$ cat src/rtl/seg_scan_pkg.sv
// -----------------------------------------------------------------------------
// seg_scan_pkg
//   Shared types and constants for the seven-segment scan controller.
//   - NUM_DIGITS / SEL_W : display geometry (8 digits, 3-bit select)
//   - digit_t            : one hex nibble
//   - seg_t              : active-low segment vector {g,f,e,d,c,b,a}
//   - SEG_BLANK          : all segments off
//   - hex_to_seg_fn      : hex nibble -> active-low segment pattern
// -----------------------------------------------------------------------------
package seg_scan_pkg;

  localparam int NUM_DIGITS = 8;
  localparam int SEL_W      = 3;

  typedef logic [3:0] digit_t;
  typedef logic [6:0] seg_t;

  localparam seg_t SEG_BLANK = 7'h7F;

  // Bit order is {g,f,e,d,c,b,a}; a 0 lights the segment.
  function automatic seg_t hex_to_seg_fn(input digit_t d);
    seg_t s;
    case (d)
      4'h0:    s = 7'b1000000;
      4'h1:    s = 7'b1111001;
      4'h2:    s = 7'b0100100;
      4'h3:    s = 7'b0110000;
      4'h4:    s = 7'b0011001;
      4'h5:    s = 7'b0010010;
      4'h6:    s = 7'b0000010;
      4'h7:    s = 7'b1111000;
      4'h8:    s = 7'b0000000;
      4'h9:    s = 7'b0010000;
      4'hA:    s = 7'b0001000;
      4'hB:    s = 7'b0000011;
      4'hC:    s = 7'b1000110;
      4'hD:    s = 7'b0100001;
      4'hE:    s = 7'b0000110;
      default: s = 7'b0001110;
    endcase
    return s;
  endfunction

endpackage

$ cat src/rtl/hex_to_seg.sv
// -----------------------------------------------------------------------------
// hex_to_seg
//   Purely combinational hex nibble to seven-segment decoder.
//   Ports:
//     hex   in  4  nibble to display
//     seg_n out 7  active-low segments {g,f,e,d,c,b,a}
// -----------------------------------------------------------------------------
module hex_to_seg
  import seg_scan_pkg::*;
(
  input  digit_t hex,
  output seg_t   seg_n
);

  assign seg_n = hex_to_seg_fn(hex);

endmodule

$ cat src/rtl/seg_scan_ctrl.sv
// -----------------------------------------------------------------------------
// seg_scan_ctrl
//   Time-multiplexed scan controller for an 8-digit common-anode seven-segment
//   display. A prescaler divides clk into digit slots of TICK_DIV cycles; sel
//   walks 0..7 once per frame. Digit data is double-buffered: load writes the
//   shadow register and the shadow is copied to the active register only when
//   sel wraps 7->0, so a frame is never drawn from a mix of old and new data.
//
//   Build option: define SCAN_BLANK_EN to force all anodes off for the first
//   BLANK_CYCLES cycles of every slot (anti-ghosting). Without it BLANK_CYCLES
//   is ignored.
//
//   Parameters:
//     TICK_DIV      clk cycles per digit slot (>= 2)
//     BLANK_CYCLES  blank length at slot start (< TICK_DIV, SCAN_BLANK_EN only)
//   Ports:
//     clk        in   1   rising-edge clock
//     reset      in   1   synchronous active-high reset
//     load       in   1   capture strobe for digits_in/digit_en/dp_in
//     digits_in  in  32   digit i on [4i+3:4i]
//     digit_en   in   8   per-digit enable (0 keeps the anode off)
//     dp_in      in   8   per-digit decimal point, 1 = lit
//     pending    out  1   shadow holds data not yet shown
//     sel        out  3   digit currently scanned
//     anode_n    out  8   active-low anodes, at most one low
//     seg_n      out  7   active-low segments {g,f,e,d,c,b,a}
//     dp_n       out  1   active-low decimal point
//     frame_done out  1   one-cycle pulse on the first cycle of slot 0
//
//   Load handshake: load is a single-cycle strobe with no back-pressure; it is
//   always accepted. pending rises the cycle after load and falls on the frame
//   wrap that publishes the shadow. A load while pending overwrites the
//   shadow. A load on the wrap edge itself publishes the old shadow and keeps
//   the new data pending for the next frame.
// -----------------------------------------------------------------------------
module seg_scan_ctrl
  import seg_scan_pkg::*;
#(
  parameter int TICK_DIV     = 100_000,
  parameter int BLANK_CYCLES = 1_000
)(
  input  logic                    clk,
  input  logic                    reset,
  input  logic                    load,
  input  logic [4*NUM_DIGITS-1:0] digits_in,
  input  logic [NUM_DIGITS-1:0]   digit_en,
  input  logic [NUM_DIGITS-1:0]   dp_in,
  output logic                    pending,
  output logic [SEL_W-1:0]        sel,
  output logic [NUM_DIGITS-1:0]   anode_n,
  output seg_t                    seg_n,
  output logic                    dp_n,
  output logic                    frame_done
);

  localparam int PRE_W = (TICK_DIV > 2) ? $clog2(TICK_DIV) : 1;
  localparam logic [PRE_W-1:0]   PRE_LAST = PRE_W'(TICK_DIV - 1);
  localparam logic [SEL_W-1:0]   SEL_LAST = SEL_W'(NUM_DIGITS - 1);
  localparam logic [NUM_DIGITS-1:0] ANODE_OFF = '1;

  logic [PRE_W-1:0]          pre_q;
  logic [4*NUM_DIGITS-1:0]   act_digits_q, sh_digits_q;
  logic [NUM_DIGITS-1:0]     act_en_q, sh_en_q;
  logic [NUM_DIGITS-1:0]     act_dp_q, sh_dp_q;

  logic                      wrap;
  logic                      frame_wrap;
  logic                      transfer;
  logic [SEL_W-1:0]          sel_nx;
  logic [4*NUM_DIGITS-1:0]   digits_nx;
  logic [NUM_DIGITS-1:0]     en_nx;
  logic [NUM_DIGITS-1:0]     dp_vec_nx;
  digit_t                    nib_nx;
  seg_t                      seg_nx;
  logic [NUM_DIGITS-1:0]     anode_nx;
  logic                      dp_nx;

  // Everything below looks one slot ahead: the values computed here are what
  // the output registers take on the wrap edge, so the decode sees the active
  // data as it will be after a possible transfer on that same edge.
  always_comb begin
    wrap       = (pre_q == PRE_LAST);
    frame_wrap = wrap && (sel == SEL_LAST);
    transfer   = frame_wrap && pending;
    sel_nx     = sel + SEL_W'(1);
    digits_nx  = transfer ? sh_digits_q : act_digits_q;
    en_nx      = transfer ? sh_en_q     : act_en_q;
    dp_vec_nx  = transfer ? sh_dp_q     : act_dp_q;
    nib_nx     = digits_nx[{sel_nx, 2'b00} +: 4];
    anode_nx   = en_nx[sel_nx] ? ~(NUM_DIGITS'(1) << sel_nx) : ANODE_OFF;
    dp_nx      = en_nx[sel_nx] ? ~dp_vec_nx[sel_nx] : 1'b1;
  end

  hex_to_seg u_hex_to_seg (
    .hex   (nib_nx),
    .seg_n (seg_nx)
  );

  // Prescaler, digit select and frame pulse.
  always_ff @(posedge clk) begin
    if (reset) begin
      pre_q      <= '0;
      sel        <= '0;
      frame_done <= 1'b0;
    end else begin
      frame_done <= frame_wrap;
      if (wrap) begin
        pre_q <= '0;
        sel   <= sel_nx;
      end else begin
        pre_q <= pre_q + PRE_W'(1);
      end
    end
  end

  // Shadow/active double buffer. The transfer reads the pre-edge shadow, so a
  // load on the same edge lands in the shadow and stays pending.
  always_ff @(posedge clk) begin
    if (reset) begin
      act_digits_q <= '0;
      act_en_q     <= '0;
      act_dp_q     <= '0;
      sh_digits_q  <= '0;
      sh_en_q      <= '0;
      sh_dp_q      <= '0;
      pending      <= 1'b0;
    end else begin
      if (transfer) begin
        act_digits_q <= sh_digits_q;
        act_en_q     <= sh_en_q;
        act_dp_q     <= sh_dp_q;
      end
      if (load) begin
        sh_digits_q <= digits_in;
        sh_en_q     <= digit_en;
        sh_dp_q     <= dp_in;
        pending     <= 1'b1;
      end else if (transfer) begin
        pending     <= 1'b0;
      end
    end
  end

  // Segment and decimal-point outputs change only on slot boundaries.
  always_ff @(posedge clk) begin
    if (reset) begin
      seg_n <= SEG_BLANK;
      dp_n  <= 1'b1;
    end else if (wrap) begin
      seg_n <= seg_nx;
      dp_n  <= dp_nx;
    end
  end

`ifdef SCAN_BLANK_EN
  localparam logic [PRE_W-1:0] BLANK_LAST = PRE_W'(BLANK_CYCLES - 1);

  // The slot's anode pattern is parked in anode_tgt_q while the anodes are
  // held off, then released once the blank window has elapsed.
  logic [NUM_DIGITS-1:0] anode_tgt_q;

  always_ff @(posedge clk) begin
    if (reset) begin
      anode_n     <= ANODE_OFF;
      anode_tgt_q <= ANODE_OFF;
    end else if (wrap) begin
      anode_tgt_q <= anode_nx;
      anode_n     <= (BLANK_CYCLES > 0) ? ANODE_OFF : anode_nx;
    end else if ((BLANK_CYCLES > 0) && (pre_q == BLANK_LAST)) begin
      anode_n     <= anode_tgt_q;
    end
  end
`else
  logic unused_blank_cfg;
  assign unused_blank_cfg = ^BLANK_CYCLES;

  always_ff @(posedge clk) begin
    if (reset) begin
      anode_n <= ANODE_OFF;
    end else if (wrap) begin
      anode_n <= anode_nx;
    end
  end
`endif

endmodule

$ cat config.mk
export PLATFORM = sky130hd
export DESIGN_NAME = seg_scan_ctrl
export DESIGN_NICKNAME = d
export VERILOG_FILES = /design/src/rtl/seg_scan_pkg.sv /design/src/rtl/hex_to_seg.sv /design/src/rtl/seg_scan_ctrl.sv
export SDC_FILE = /design/constraint.sdc
export NUM_CORES = 1
export LEC_CHECK = 0
export CORE_ASPECT_RATIO = 1.5
export CORE_MARGIN = 2
export CORE_UTILIZATION = 45
export DETAILED_ROUTE_END_ITERATION = 10
export DONT_BUFFER_PORTS = 1
export MAX_ROUTING_LAYER = met4
export SLEW_MARGIN = 10
export SYNTH_ARGS = -nofsm -noshare
export SYNTH_HDL_FRONTEND = slang
export SYNTH_SLANG_ARGS = --single-unit
$ cat constraint.sdc
create_clock -name clk -period 10.1 [get_ports clk]
set_input_delay 2.02 -clock clk [delete_from_list [all_inputs] [get_ports clk]]
set_output_delay 2.02 -clock clk [all_outputs]
set_load 0.1 [all_outputs]
==> metrics <==
R2R cell count=12; Hold Path Depth=2; Inserted Clock Buffers=17; top cell type's share of synthesized area=45.7%; M2 GR Usage=35.0%; CP bufs+invs=2; Startpoint Class=register; Clk pwr share=53.4%; starting density of the core=45.6%; vias per inst=5.47; sw frac=20.9%; top_reg_cell synth=dfxtp_1; Max FO, Critical Path=45; flop2flop setup slack=5.14 ns; DP HPWL=8850 µm; top-count cell post-synth=dfxtp_1; grt met1 use=22.3%; Synth cell types=54; Slew Limit Fails=0; P per Cell Area=188 nW/µm²; Seq/Total Area, Yosys=45.7%; GP Congestion=0.811; final worst-path cycle share=49.1%; CTS sink cnt=134; EDFF count, synth=0; chip height=144 µm; drt pass-1 iters=9; share of cells above drive strength 1=8.89%; nature of the critical path endpoint=register; Mapped Area=5880 µm²; TritonCTS clock tree=done; Post-Route Setup TNS=0 ns; flops & latches, synth=134; Hold Slack=0.452 ns; final worst path period need=4.96 ns; Post-Synthesis Cells=649; Comb power frac=1.8%; crit path kind=register to register; fraction of registers with async set/reset=0%; Synth Warn #=0; Setup Skew=0.0123 ns; Cell Int Power=977 µW; P&R area growth vs syn=11.7%; Die ar.=14000 µm²; initial antenna violation count=0; Ant. Diodes=0; drt wl/cell=16.2 µm; clock root buffer=clkbuf_16; setup bufs post-CTS=0; post-cts sizing count=0; P_leak=2.72 nW; crit-path cells=ha_1 -> ha_1 -> and2_1 -> nand2_2 -> buf_4 -> mux2i_1 -> mux4_2 -> mux2i_1 -> inv_1 -> ha_1 -> or4_1 -> o221a_2; Crit path largest cell delay=1.03 ns; Largest delay share family, worst path=multiplexers; DRT Wirelength=12900 µm; Clock Path Buffers=2; mean area per synthesized cell=9.05 µm²; maximum clock rate=202 MHz; NetSw=258 µW; CP arrival=5.26 ns; critical path's slowest cell=dfxtp_1; buffers added on ports=0; Required @ worst endpoint=10.40 ns; ranking of synthesized cells by area=dfxtp_1, mux2i_1, nor2_1, nand2_1, ha_1; endpoints failing setup=0; CP Depth=12; global route hottest layer=met2; routed vias=4377; vias in the first global route=4452; remaining global-route overflow=0; clk slew on worst S/H paths=0.06 ns; CTS H-tree depth=4; Seq pwr share=44.9%; Hold Path Class=register to register; Skew-Pair Late Insertion Delay=0.42 ns; Relative slew margins=28.1%; status=finished, final reports clean; pin count of the biggest net entering global routing=117; max cap viols=0; Crit path top cell by count=ha_1; number of remaining DRC errors=0; DR iter-0 viols=190; met3 Resource Use GR=3.89%; core box area=12900 µm²; cts hold-fix bufs=0; Layout Nets=692; site row count=51; Post-DRT Antenna Nets=0; Syn Nets=713; unrepaired setup endpoints after global routing=false; Top-Level Pins=72; cell taking the most area after synthesis=dfxtp_1; Slew @ Worst Pin=1.08 ns; commonest cells in the synthesized netlist=dfxtp_1, nor2_1, mux2i_1, nand2_1, clkbuf_1; first-pass GRT wire length=21700 µm; die span in x=97.3 µm; Hold Fails Final Rpt=0; VDD IR max=151 µV; FILL cells=1196; Overall Global Routing Usage=20.0%
-- kinds of logic (layout without fill, tap and decap cells) --
logic type / count (synthesis) / in the layout / synth area share [%]
and+or+nand+nor: 258 / 258 / 19.8
muxes: 84 / 84 / 15.6
xor gates and xnor gates: 16 / 16 / 2.38
DFF: 134 / 134 / 45.7
AOI/OAI and AO/OA: 93 / 93 / 10.3
buffers and inverters: 51 / 43 / 3.43
adders and majority gates: 13 / 13 / 2.77
-- final cells by class --
cell class	count	area, µm²	area share, %
clock buffers	18	439	6.69
inverters	8	30.0	0.457
flip-flops and latches	134	2680	40.9
multi-input cells	464	2990	45.6
well taps	159	199	3.03
clock inverters	14	198	3.01
repair buffers	3	22.5	0.343
-- worst paths after layout --
path	startpoint	endpoint
worst min-delay path	act_digits_q[3]	act_digits_q[3]
worst min register to register	act_digits_q[3]	act_digits_q[3]
worst max-delay path	sel[1]	seg_n[0]
worst max register to register	sel[1]	seg_n[0]
-- cells in the final DEF (no fill, tap or decap), drive strengths merged, types with 6 or more instances in the layout --
| cell type | instances |
|---|---|
| inv | 12 |
| mux4 | 6 |
| a31oi | 10 |
| dfxtp | 134 |
| a21oi | 29 |
| or2 | 7 |
| nand3 | 8 |
| nor2 | 119 |
| clkbuf | 18 |
| o21ai | 11 |
| nand4 | 6 |
| ha | 13 |
| nand2b | 11 |
| mux2i | 77 |
| a211oi | 11 |
| xor2 | 11 |
| nand2 | 78 |
| a22oi | 8 |
-- state kept, by name, indices dropped and copies added, names as in the netlist --
signal / count
sel: 3
act_dp_q: 8
act_en_q: 8
frame_done: 1
seg_n: 7
pre_q: 17
sh_digits_q: 32
sh_dp_q: 8
act_digits_q: 32
sh_en_q: 8
anode_n: 8
dp_n: 1
pending: 1
-- power by group through the flow --
stage / clock network (mW) / registers, mW / logic [mW]
2_1_floorplan: 0 / 0.561 / 0.0303
3_3_place_gp: 0 / 0.566 / 0.0213
3_5_place_dp: 0 / 0.566 / 0.0222
4_1_cts: 0.674 / 0.554 / 0.0224
5_1_grt: 0.694 / 0.556 / 0.0259
6_report: 0.659 / 0.554 / 0.0218
-- worst min-delay path, cell delays in order, from the launching register on --
cell     delay [ns]
dfxtp_1        0.31
nand2_1        0.05
a21oi_1        0.05
-- per-layer routing --
layer / vias to the layer above / share of wire (%)
met3: 16 / 3.5
met2: 104 / 53
met4: 0 / 1.6
met1: 2055 / 42
li1: 2202 / -
met5: - / 0
-- stage by stage --
step | cells | utilization (%) | area, µm² | setup slack (ns) | total power [mW]
3_3_place_gp | 768 | 46.0 | 5930 | 5.34 | 0.587
4_1_cts | 800 | 50.9 | 6560 | 5.14 | 1.25
6_report | 800 | 50.9 | 6560 | 5.14 | 1.24
2_1_floorplan | 649 | - | 5880 | 5.61 | 0.591
3_5_place_dp | 768 | 46.0 | 5930 | 5.15 | 0.588
5_1_grt | 800 | 50.9 | 6560 | 4.88 | 1.28
Note: power is estimated with default switching activity, not from simulation.
==> edit 1, RTL diff (config.mk and constraints unchanged) <==
Change the parameter `TICK_DIV` from 100_000 to 200_000.
--- a/src/rtl/seg_scan_ctrl.sv
+++ b/src/rtl/seg_scan_ctrl.sv
@@ -37,5 +37,5 @@
   import seg_scan_pkg::*;
 #(
-  parameter int TICK_DIV     = 100_000,
+  parameter int TICK_DIV     = 200_000,
   parameter int BLANK_CYCLES = 1_000
 )(
Function: same outputs for any inputs over 10 cycles, from zero or initial values and one cycle with reset high; that may be too few to reach the edited logic, so the function may still have changed.
==> edit 1 against the unedited design <==
Power rose by 2.6%; synthesized cell count is 0.62% higher; via count up 0.27%; sequential cell count is 1 higher; synthesized area grew 1.1%; routed wire length increased by 1.3%; design area is 1.2% higher; sequential share of layout area shrank 0.17 points; clock power is 4.1% higher; worst setup slack improved by 0.39 ns; critical path type unchanged; sequential power grew 0.9%.
==> edit 1: results <==
outcome:
  status: "complete, no violations"
route:
  routed_via_density: 5.459
  drt-total-wl_mm: 13.10
  post_drt_wl_per_cell_um: 16.30
  drtPass1Iterations: 4
  first_iter_violations: 292
layout:
  final_layout_size_suffix_gt1_share_pct: 8.837
  fill_cells: 1191
  top_regs: "act_digits_q x32, sh_digits_q x32, pre_q x18"
  nets: 696
grt:
  grt_pass1_vias: 4370
  grt_start_max_net_pins: 113
  grt_use_total_pct: 19.88
  grt_first_pass_wirelength_mm: 21.60
worst_setup_path:
  crit_family: "simple AND/OR/NAND/NOR gates"
  critPathArrivalTime_ns: 4.87
  r2r_end: "seg_n[5]$_SDFFE_PP1N_"
  path_max_fanout: 32
  reg2reg_depth: 14
clocking:
  cts_buffer_depth: 2
timing:
  slew_headroom_pct: 28.59
  fin_skew_ns: 0.008140
  fin_ws_ns: 5.529
worst_hold_path:
  min_path_type: "reg -> reg"
  min-delay-start: "act_digits_q[17]$_SDFF_PP0_"
synthesis:
  seq_area_frac_synth_pct: 45.49
  synth_area_leaders: "dfxtp_1 45%, mux2i_1 11%, nor2_1 7.0%"
  syn_nets: 717
  synth_cell_types: 49
  async_reset_ff_share_pct: 0
  syn_inst: 653
  synth_common_cells: "135 x dfxtp_1, 110 x nor2_1, 99 x nand2_1"
power_and_ir_drop:
  vdd_drop_max_mv: 0.1054
  cellLeakagePower_nw: 2.667
place:
  dp.cells: 772
  placed_area_um2: 5976
  dpl_worst_slack_ns: 5.555
  place_congestion: 0.8493
  place_hpwl_mm: 9.101
-- edit 1: final cells by class --
cell class | instances | area, um2 | share of cell area (%)
Clock inverter | 10 | 190.2 | 2.864
Multi-Input combinational cell | 466 | 3017 | 45.43
Tap cell | 159 | 198.9 | 2.996
Timing Repair Buffer | 3 | 22.52 | 0.3392
Sequential cell | 135 | 2704 | 40.72
Clock buffer | 22 | 474.2 | 7.142
Inverter | 9 | 33.78 | 0.5088
-- edit 1: cell families (layout without fill, tap and decap cells) --
family                   after synthesis  count (layout)  synth area share, %
flip-flops                           135             135                45.49
multiplexers                          80              80                16.01
XOR/XNOR                              18              18                2.654
buffers and inverters                 52              44                3.833
adder cells (fa/ha/maj)               13              13                2.738
AND/OR/NAND/NOR                      271             271                19.86
AO/OA/AOI/OAI                         84              84                9.414
-- edit 1: worst min-delay path by stage --
stage | endpoint | slack [ns] | cells after the start
final | act_digits_q[17]$_SDFF_PP0_ | 0.45 | 2
after CTS | act_digits_q[27]$_SDFF_PP0_ | 0.45 | 2
after detailed placement | act_digits_q[27]$_SDFF_PP0_ | 0.44 | 2
after global placement | act_digits_q[25]$_SDFF_PP0_ | 0.43 | 2
after floorplan | pre_q[0]$_SDFF_PP0_ | 0.43 | 1
after global routing | act_digits_q[27]$_SDFF_PP0_ | 0.47 | 2
-- edit 1: power by group --
group / switching, mW / internal [mW]
combinational: 0.00856 / 0.0142
clock: 0.226 / 0.459
sequential: 0.0131 / 0.546
total: 0.248 / 1.02
-- edit 1: metal layers --
metal	up-vias	global-route usage [%]	wire [um]
met2	77	34.08	6876
met5	-	-	0
met3	17	4.947	495
met1	2103	21.92	5461
li1	2192	-	-
met4	0	9.064	270
-- edit 1: worst min-delay path: stages (launching register included) --
cell and delay, ns:
dfxtp_1 0.30, nand2_1 0.05, a21oi_1 0.05
==> edit 2, RTL diff (same flow settings) <==
Without the edit above. Add an input register stage for `load`, `digits_in`, `digit_en` and `dp_in`, with the module's reset; this delays them by one clock. Comments in the files are not updated.
--- a/src/rtl/seg_scan_ctrl.sv
+++ b/src/rtl/seg_scan_ctrl.sv
@@ -59,4 +59,23 @@
   localparam logic [NUM_DIGITS-1:0] ANODE_OFF = '1;
 
+  logic load_q;
+  logic [4*NUM_DIGITS-1:0] digits_q;
+  logic [NUM_DIGITS-1:0] digit_en_q;
+  logic [NUM_DIGITS-1:0] dp_q;
+
+  always_ff @(posedge clk) begin
+    if (reset) begin
+      load_q     <= '0;
+      digits_q   <= '0;
+      digit_en_q <= '0;
+      dp_q       <= '0;
+    end else begin
+      load_q     <= load;
+      digits_q   <= digits_in;
+      digit_en_q <= digit_en;
+      dp_q       <= dp_in;
+    end
+  end
+
   logic [PRE_W-1:0]          pre_q;
   logic [4*NUM_DIGITS-1:0]   act_digits_q, sh_digits_q;
@@ -131,8 +150,8 @@
         act_dp_q     <= sh_dp_q;
       end
-      if (load) begin
-        sh_digits_q <= digits_in;
-        sh_en_q     <= digit_en;
-        sh_dp_q     <= dp_in;
+      if (load_q) begin
+        sh_digits_q <= digits_q;
+        sh_en_q     <= digit_en_q;
+        sh_dp_q     <= dp_q;
         pending     <= 1'b1;
       end else if (transfer) begin
Check against the original RTL: not equivalent (Yosys sat finds a counterexample within 4 cycles, from zero or initial values and one cycle with reset high).
==> edit 2 against the unedited design <==
Synthesized cell count rose by 20%; power rose by 17%; synthesized area rose by 24%; non-clock buffer count rose by 2; via count rose by 20%; sequential power rose by 36%; clock power rose by 2%; worst setup slack got worse by 0.14 ns; combinational power rose by 29%; first-iteration DRC count rose by 13%; design area rose by 22%; sequential share of layout area rose by 4.9 points; routed wire length rose by 19%; sequential cell count rose by 49; largest cell class is now registers; largest power group is now sequential cells.
==> edit 2: results <==
layout:
  fill_cells: 1504
  nets: 814
  final_layout_size_suffix_gt1_share_pct: 8.781
  top_regs: "act_digits_q x32, digits_q x32, sh_digits_q x32"
place:
  portBuffers: 0
  place_congestion: 0.8432
  place_hpwl_mm: 10.18
worst_setup_path:
  critPathArrivalTime_ns: 5.41
  path_max_fanout: 41
  r2r_slack_ns: 5.00
  critPathLaunch: "sel[1]$_SDFFE_PP0N_"
power_and_ir_drop:
  vdd_drop_max_mv: 0.1019
  cellLeakagePower_nw: 2.963
  p_int_mw: 1.133
outcome:
  status: "complete, no violations"
timing:
  hold_slack_ns: 0.4516
  fin_skew_ns: 0.01109
  fin_crit_sh_pct: 50.49
  worst_pin_slew_ns: 1.151
route:
  post_drt_wl_per_cell_um: 15.86
  first_iter_violations: 215
  drtPass1Iterations: 4
  routed_via_density: 5.415
worst_hold_path:
  min-delay-start: "act_digits_q[16]$_SDFF_PP0_"
grt:
  antenna_found_initial: 0
  grt_use_total_pct: 18.82
  grt_first_pass_wirelength_mm: 25.50
  grt_start_max_net_pins: 167
synthesis:
  synth_area_leaders: "dfxtp_1 50%, mux2i_1 8.8%, nand2_1 5.2%"
  synth_common_cells: "183 x dfxtp_1, 101 x nand2_1, 100 x nor2_1"
  seq_area_frac_synth_pct: 50.15
  syn_nets: 840
  synth_cell_types: 61
-- edit 2: cell types whose count changed after synthesis, moves of 4 or more --
| cell | unedited run | this run |
|---|---|---|
| a21oi_1 | 29 | 48 |
| mux2i_1 | 77 | 64 |
| a22oi_1 | 8 | 4 |
| nand3_1 | 8 | 15 |
| clkbuf_1 | 31 | 38 |
| o21ai_0 | 11 | 7 |
| nand2_1 | 77 | 101 |
| or4_1 | 4 | 0 |
| dfxtp_1 | 134 | 183 |
| nor2b_1 | 2 | 51 |
| nand2b_1 | 11 | 7 |
| o21ai_1 | 0 | 4 |
| nor2_1 | 118 | 100 |
-- edit 2: path summary, 6_finish.rpt --
path                                  to  cells past startpoint
max reg2reg        seg_n[5]$_SDFFE_PP1N_                     12
min          act_digits_q[16]$_SDFF_PP0_                      2
max                seg_n[5]$_SDFFE_PP1N_                     12
min reg2reg  act_digits_q[16]$_SDFF_PP0_                      2
-- edit 2: area by class of cell --
class,count,share of cell area [%]
sequential,183,45.79
multi-input combinational,536,42.73
clock buffer,19,5.532
tap,206,3.219
clock inverter,13,1.938
timing repair buffer,5,0.4688
inverter,7,0.3282
-- edit 2: power groups by stage --
stage / clock, mW / combinational, mW / sequential [mW]
floorplan: 0 / 0.0335 / 0.763
global placement: 0 / 0.0274 / 0.768
detailed placement: 0 / 0.0288 / 0.768
CTS: 0.684 / 0.0289 / 0.752
global route: 0.716 / 0.0317 / 0.753
finish: 0.671 / 0.0282 / 0.751
-- edit 2: metal layers --
metal / global-route usage (%) / routed length [um] / up-vias
li1: - / - / 2590
met1: 22.74 / 6752 / 2556
met2: 31.36 / 7867 / 90
met3: 3.714 / 597 / 11
met4: 6.002 / 152 / 0
met5: - / 0 / -
-- edit 2: kinds of logic after synthesis --
| group | synth area share (%) |
|---|---|
| XOR/XNOR | 1.798 |
| buffers and inverters | 3.117 |
| multiplexers | 11.54 |
| AO/OA/AOI/OAI | 10.33 |
| flip-flops | 50.15 |
| adder cells (fa/ha/maj) | 2.226 |
| AND/OR/NAND/NOR | 20.84 |
-- edit 2: worst max-delay path, stage by stage, from the launching register on --
cell and delay (ns):
dfxtp_1 1.04, ha_1 0.33, ha_1 0.26, and2_0 0.63, nand2_2 0.48, buf_4 0.42, mux2i_1 0.19, o211ai_1 0.18
and4_1 0.39, inv_1 0.14, ha_1 0.28, mux2_2 0.28, a311o_1 0.34
-- edit 2: through the flow --
step	cells	cell area [um2]
2_1_floorplan	776	7306
3_3_place_gp	937	7408
3_5_place_dp	937	7408
4_1_cts	969	8006
5_1_grt	969	8006
6_report	969	8006
